$ cat config.mk
export PLATFORM = sky130hd
export DESIGN_NAME = issue_hazard_ctrl
export DESIGN_NICKNAME = d
export VERILOG_FILES = /design/src/rtl/issue_hazard_ctrl.sv
export SDC_FILE = /design/constraint.sdc
export NUM_CORES = 1
export LEC_CHECK = 0
export ABC_AREA = 1
export CORE_AREA = 4 4 67 69
export CTS_CLUSTER_SIZE = 8
export DETAILED_ROUTE_END_ITERATION = 8
export DIE_AREA = 0 0 71 73
export PLACE_DENSITY = 0.88
export SLEW_MARGIN = 20
export SYNTH_ARGS = -nofsm -noshare
export SYNTH_HDL_FRONTEND = slang
export SYNTH_SLANG_ARGS = --single-unit
$ cat constraint.sdc
create_clock -name clock -period 2.5 [get_ports clock]
set_input_delay 0.375 -clock clock [delete_from_list [all_inputs] [get_ports clock]]
set_output_delay 0.375 -clock clock [all_outputs]
set_load 0.05 [all_outputs]
$ cat src/rtl/issue_hazard_ctrl.sv
// issue_hazard_ctrl: issue/dispatch stall, flush and branch-count control; perf counters under HAZARD_PERF_CNT_EN.
module issue_hazard_ctrl #(
  parameter int NUM_FU          = 3,
  parameter int MAX_BR_INFLIGHT = 2,
  parameter int FLUSH_HOLD      = 2,
  parameter int PERF_W          = 32,
  localparam int BW             = $clog2(MAX_BR_INFLIGHT + 1),
  localparam int FW             = $clog2(FLUSH_HOLD + 1)
) (
  input  logic              clock,
  input  logic              reset,
  input  logic              is_valid_inst,
  input  logic [NUM_FU-1:0] fu_sel,
  input  logic              is_branch,
  input  logic [NUM_FU-1:0] rs_full,
  input  logic              rob_full,
  input  logic              br_resolve,
  input  logic              branch_misprediction,
  input  logic              commit_wr_mem,
  input  logic              lb_read_mem,
  input  logic [NUM_FU-1:0] fu_wr_valid,
  input  logic [NUM_FU-1:0] fu_wr_written,
  output logic              rob_enable,
  output logic [NUM_FU-1:0] rs_enable,
  output logic              if_enable,
  output logic              if_is_enable,
  output logic              if_is_flush,
  output logic [NUM_FU-1:0] fu_wr_enable,
  output logic [NUM_FU-1:0] fu_exec_stall,
  output logic [BW-1:0]     br_inflight,
  output logic [PERF_W-1:0] perf_stall_cycles,
  output logic [PERF_W-1:0] perf_flush_cycles,
  output logic [PERF_W-1:0] perf_mispredicts
);
  logic [BW-1:0] br_q, br_d;
  logic [FW-1:0] flush_q, flush_d;
  logic mem_hazard, sel_ok, flush_busy, is_stall, is_enable, inc;
  assign mem_hazard    = commit_wr_mem | lb_read_mem;
  assign sel_ok        = (fu_sel != '0) && ((fu_sel & (fu_sel - NUM_FU'(1))) == '0);
  assign flush_busy    = flush_q != '0;
  assign is_stall      = rob_full | (|(fu_sel & rs_full)) | (br_q == BW'(MAX_BR_INFLIGHT)) | flush_busy;
  assign is_enable     = ~reset & ~is_stall & is_valid_inst & sel_ok & ~branch_misprediction;
  assign rob_enable    = is_enable;
  assign rs_enable     = is_enable ? fu_sel : '0;
  assign if_enable     = ~reset & ~(mem_hazard | is_stall);
  assign if_is_enable  = ~reset & ~is_stall;
  assign if_is_flush   = reset | branch_misprediction | flush_busy | (mem_hazard & ~is_stall);
  assign fu_wr_enable  = reset ? '1 : (~fu_wr_valid | fu_wr_written);
  assign fu_exec_stall = ~fu_wr_enable;
  assign br_inflight   = br_q;
  assign inc           = is_branch & is_enable;
  always_comb begin
    br_d    = branch_misprediction ? '0 :
              (inc & ~br_resolve) ? br_q + BW'(1) :
              (br_resolve & ~inc & br_q != '0) ? br_q - BW'(1) : br_q;
    flush_d = branch_misprediction ? FW'(FLUSH_HOLD - 1) :
              flush_busy ? flush_q - FW'(1) : flush_q;
  end
  always_ff @(posedge clock) begin
    if (reset) begin
      br_q    <= '0;
      flush_q <= '0;
    end else begin
      br_q    <= br_d;
      flush_q <= flush_d;
    end
  end
`ifdef HAZARD_PERF_CNT_EN
  logic [PERF_W-1:0] stall_q, flushc_q, mispred_q;
  always_ff @(posedge clock) begin
    if (reset) begin
      stall_q   <= '0;
      flushc_q  <= '0;
      mispred_q <= '0;
    end else begin
      stall_q   <= stall_q + PERF_W'(is_valid_inst & is_stall);
      flushc_q  <= flushc_q + PERF_W'(if_is_flush);
      mispred_q <= mispred_q + PERF_W'(branch_misprediction);
    end
  end
  assign perf_stall_cycles = stall_q;
  assign perf_flush_cycles = flushc_q;
  assign perf_mispredicts  = mispred_q;
`else
  assign perf_stall_cycles = '0;
  assign perf_flush_cycles = '0;
  assign perf_mispredicts  = '0;
`endif
endmodule

==> results.ini, run 1 <==
[layout]
stdcell_count=260
nets=234
antenna_cells=0
area_growth_pct=14.8
drive_gt1_frac=0.114

[synthesis]
syn_avg_cell_area_um2=6.69
netlist_instances=172
yosysSeqAreaShare=0.0696
synth_area_um2=1150
synth_cell_type_count=18
synth-seq-cells=4
ys_warn_count=0

[route]
wl_per_cell_um=8.41
viasPerCell=3.17
dr.pass1.iters=4
drc=0
vias=823
ant_nets=0
drt-initial-drc-count=20
routed_wl_um=2190

[grt]
grt_pass1_vias=690
grt_first_pass_wirelength_um=3050
grt.total_usage=0.0767
grt.busiest_layer=met2
grt_overflow=0
antenna_found_initial=0
met1_usage=0.0730
use_met2=0.135
grtUsageMet3=0.0331
grt_max_degree=8

[sta]
setup-violations-final=0
skew_ns=0.00164
period_share=0.891
finalHoldViolations=0
worstMarginPinSlew_ns=0.518
relSlewSlack=0.654
min_period_ns=2.23
finalSetupTns_ns=0
drv_slew=0
rsz0062_at_grt=false
fmax_ghz=0.449

[setup_path]
crit_path_frequent_cell=nand2_1
max_stage_delay_ns=0.45
r2r_start=flush_q[0]$_SDFFE_PP0P_
crit_path_cell_trace=clkdlybuf4s50_1, nand2_1, nand2_1, nor2_2, nand3_4, nor2_8, inv_1, nor2_1, buf_12
crit_arrival_ns=1.85
worstPathRequired_ns=2.12
critPathSlowestCell=clkdlybuf4s50_1
start_kind=primary input
cp-end-kind=output port
cp-startpoint=fu_sel[0]
critPathMaxFanout=5
path_class=in2out

[floorplanning]
floorplan.die_area_um2=5180
die_h_um=73
start_util=0.294
io_pins=132
core-area_um2=3910
die_w_um=71
rows=23

[placement]
gp_congestion=0.766
hpwlAfterDp_um=2080
dp.cells=257
portBuffers=35

[power]
power_density_nw_per_um2=480
vdd_drop_max_mv=0.201
p_leak_nw=0.775

[clocking]
postCtsHoldBufs=0
tritoncts=done
cts.path.max_buffers=2
cts_sinks=4
cts_max_level=1
post_cts_resize_count=0
worst_skew_pair.late_latency_ns=0.22
numCtsBuffers=3
post-cts-setup-buffers=0
cts_root_buf=clkbuf_8
cts.clk_slew.worst_paths_ns=0.03

[flow_run]
drv_cap=0

[outcome]
run_status=finished clean

[min_path]
min_path_type=reg2reg
holdCritStartpoint=flush_q[0]$_SDFFE_PP0P_

state kept, by name (all words and copies together) (netlist names):
name / count
flush_q: 2
br_inflight: 2
worst paths after layout:
kind                                  to  slack [ns]  cells after the start
max                         rs_enable[2]        0.27                      9
min reg2reg      flush_q[0]$_SDFFE_PP0P_        0.53                      2
min              flush_q[0]$_SDFFE_PP0P_        0.53                      2
max reg2reg  br_inflight[0]$_SDFFE_PP0P_        0.98                     11
cell usage in the layout (no fill, tap or decap), types with 2 or more instances in the layout:
cell and n:
nand3_1 5, nor2_1 12, clkbuf_8 3, buf_4 6, clkdlybuf4s50_1 22, buf_12 8
nand2_1 14, nor3_1 2, inv_1 21, o21ai_0 3, nor2_2 2, conb_1 96
dfxtp_1 4, a21oi_1 3, nand4_1 2
worst max-delay path: cells and delay by family:
kind,cells,cell delay (ns)
buf+inv,3,0.70
simple gates,6,0.78
power breakdown:
part	switching [mW]	internal (mW)	total (mW)
combinational	0.374	0.0553	0.429
sequential	0.00118	0.0670	0.0682
clock	0.0332	0.103	0.136
logic make-up after synthesis:
| logic type | share of synthesized area |
|---|---|
| buffers and inverters | 0.695 |
| AND/OR/NAND/NOR | 0.188 |
| AO/OA/AOI/OAI | 0.0326 |
| flip-flops | 0.0696 |
| adder cells (fa/ha/maj) | 0.0109 |
| other | 0.00326 |
cell usage after synthesis:
master	n	area share
nand2_1	14	0.046
nand3_2	1	0.0087
a21oi_1	3	0.013
nand4_1	2	0.011
conb_1	1	0.0033
nand3_4	1	0.015
nand3_1	5	0.022
ha_1	1	0.011
nor2_8	1	0.017
nor2_2	2	0.011
o211ai_1	1	0.0065
inv_1	21	0.069
nor3_1	3	0.013
o21ai_0	3	0.013
buf_4	96	0.63
nand2_2	1	0.0054
dfxtp_1	4	0.070
nor2_1	12	0.039
metal layers:
metal  up-vias  wire, µm
li1        402         -
met1       335       641
met2        82      1140
met3         4       371
met4         0        36
met5         -         0
through the flow:
stage | power (mW) | worst slack, ns | hold WS, ns | cell area [µm²] | util
2_1_floorplan | 0.552 | 0.0177 | 0.444 | 1510 | -
3_3_place_gp | 0.493 | 0.286 | 0.511 | 1280 | 0.327
3_5_place_dp | 0.495 | 0.249 | 0.524 | 1280 | 0.327
4_1_cts | 0.636 | 0.243 | 0.533 | 1320 | 0.337
5_1_grt | 0.664 | 0.115 | 0.582 | 1320 | 0.337
6_report | 0.633 | 0.272 | 0.528 | 1320 | 0.337
final cells by class:
cell class                      count  area, µm²
Sequential cell                     4       80.1
Fill cell                         437       2590
Tap cell                           50       62.6
Multi-Input combinational cell    146        632
Inverter                           21       78.8
Timing Repair Buffer               36        425
Clock buffer                        3       41.3
(Power assumes the default switching activity.)
==> run 2: changes to the inputs <==
- CTS_CLUSTER_SIZE: 8 -> 24
==> results of run 2 <==
Same layout as run 1: the final DEF is identical, and so are final timing and power.
==> run 3: changes to the inputs <==
- GPL_ROUTABILITY_DRIVEN: not set -> 0
- RECOVER_POWER: not set -> 100
- clock period: 2.5 -> 2.79 ns (I/O delays scaled with it)
==> results.ini, run 3 (same netlist as run 1, synthesis figures left out) <==
[sta]
period_share=0.916
skew_ns=0.00262  ; +0.000978 ns
min_period_ns=2.56
fmax_ghz=0.391
drv_slew=0  ; unchanged
finalSetupTns_ns=0  ; unchanged
worstMarginPinSlew_ns=0.619  ; +0.101 ns
finalHoldViolations=0  ; unchanged
setup-violations-final=0  ; unchanged
rsz0062_at_grt=false
relSlewSlack=0.589  ; -0.0647

[setup_path]
critPathMaxFanout=6  ; +1
path_class=in2out
crit_arrival_ns=2.14  ; +0.29 ns
setup.worst_path.end=fu_exec_stall[2]
start_kind=primary input
reg2reg_to=br_inflight[0]$_SDFFE_PP0P_
r2r_cells=11  ; unchanged
r2r_start=flush_q[0]$_SDFFE_PP0P_
r2r_slack_ns=1.14  ; +0.16 ns
worstPathRequired_ns=2.37  ; +0.25 ns
cp-end-kind=output port
cp-startpoint=reset

[placement]
hpwlAfterDp_um=2020  ; -2.7%
placed_area_um2=1240  ; -3.3%
portBuffers=35  ; unchanged

[power]
combPwrFrac=0.678  ; about the same
p_sw_mw=0.357  ; -13%
pwr-share-seq=0.111  ; +0.003
swShare=0.651  ; +0.00611
power_density_nw_per_um2=457  ; -4.7%
internal_power_mw=0.191  ; -15%
power.share.clock=0.211  ; -0.003
vdd_drop_max_mv=0.204  ; +1.6%
p_leak_nw=0.740  ; -4.5%

[layout]
fin_area_um2=1200  ; -9.1%
layout_common_cells=conb_1, inv_1, clkdlybuf4s50_1
mostFrequentLayoutCell=conb_1
antenna_cells=0  ; unchanged
fill_cells=462  ; +5.7%
utilization=0.307  ; -0.0307
drive_gt1_frac=0.0574  ; -0.0569
nets=233  ; -0.43%
area_growth_pct=4.35

[floorplanning]
io_pins=132  ; unchanged
floorplan.die_area_um2=5180  ; unchanged
rows=23  ; unchanged
start_util=0.294  ; unchanged
die_h_um=73  ; unchanged
die_w_um=71  ; unchanged
core-area_um2=3910  ; unchanged

[route]
routed_wl_um=2100  ; -4.0%
drc=0  ; unchanged
drt-initial-drc-count=4  ; -80%
wl_per_cell_um=8.10  ; -3.6%
ant_nets=0  ; unchanged
vias=818  ; -0.61%
dr.pass1.iters=4  ; unchanged
viasPerCell=3.16  ; -0.22%

[clocking]
post-cts-setup-buffers=0  ; unchanged
cts_max_level=1  ; unchanged
cts_sinks=4  ; unchanged
numCtsBuffers=3  ; unchanged
cts_root_buf=clkbuf_8
tritoncts=done
postCtsHoldBufs=0  ; unchanged
worst_skew_pair.late_latency_ns=0.21  ; about the same
cts.path.max_buffers=2  ; unchanged
cts.clk_slew.worst_paths_ns=0.03  ; about the same
post_cts_resize_count=0  ; unchanged

[grt]
antenna_found_initial=0  ; unchanged
grt_max_degree=8  ; unchanged
grt_overflow=0  ; unchanged
grt_first_pass_wirelength_um=2650  ; -13%
grt_pass1_vias=606  ; -12%
grt.total_usage=0.0635  ; -0.0132

[outcome]
run_status=finished clean

[min_path]
min_path_type=reg2reg

[flow_run]
drv_cap=0  ; unchanged

[run 3: cell types whose count changed in the layout (fill, tap and decap cells not counted), moves of 2 or more]
cell,previous run,this run
buf_12,8,2
dlygate4sd3_1,0,6
buf_4,6,2
clkbuf_1,0,4
clkdlybuf4s50_1,22,19
clkbuf_2,0,2
nand3_1,5,7
[run 3: metrics by stage]
step / hold slack, ns / setup slack [ns] / power [mW] / instances
finish: 0.518 / 0.234 / 0.548 / 259
CTS: 0.526 / 0.342 / 0.557 / 259
global route: 0.555 / 0.117 / 0.574 / 259
floorplan: 0.488 / 0.191 / 0.495 / 267
global placement: 0.506 / 0.394 / 0.436 / 256
detailed placement: 0.519 / 0.345 / 0.437 / 256
[run 3: area by class of cell]
cell class / count / area (µm²) / share of cell area
multi-input combinational: 146 / 607 / 0.506
sequential: 4 / 80.1 / 0.0667
tap: 50 / 62.6 / 0.0521
inverter: 21 / 78.8 / 0.0657
timing repair buffer: 35 / 330 / 0.275
clock buffer: 3 / 41.3 / 0.0344
[run 3: critical path, cell delays in order]
cell and delay [ns]:
dlygate4sd3_1 0.61, nor2_1 0.12, nand2_1 0.07, inv_1 0.05, dlygate4sd3_1 0.86
[run 3: worst min path at each step]
stage                                        from                 endpoint  depth (start not counted)
after floorplan                             reset  flush_q[0]$_SDFFE_PP0P_                          1
after global placement    flush_q[0]$_SDFFE_PP0P_  flush_q[0]$_SDFFE_PP0P_                          2
after detailed placement  flush_q[0]$_SDFFE_PP0P_  flush_q[0]$_SDFFE_PP0P_                          2
after CTS                 flush_q[0]$_SDFFE_PP0P_  flush_q[0]$_SDFFE_PP0P_                          2
after global routing      flush_q[0]$_SDFFE_PP0P_  flush_q[0]$_SDFFE_PP0P_                          2
final                     flush_q[0]$_SDFFE_PP0P_  flush_q[0]$_SDFFE_PP0P_                          2
[run 3: routing by layer]
metal	vias up	share of wire	track usage
met1	334	0.32	0.0632
met5	-	0	0
li1	405	-	-
met2	77	0.50	0.118
met3	2	0.18	0.0289
met4	0	0.0048	0.0188
[run 3: power groups by stage]
stage,combinational (mW),sequential [mW],clock [mW]
finish,0.372,0.0610,0.116
global route,0.388,0.0611,0.126
CTS,0.376,0.0610,0.120
detailed placement,0.375,0.0618,0
global placement,0.374,0.0617,0
floorplan,0.433,0.0616,0
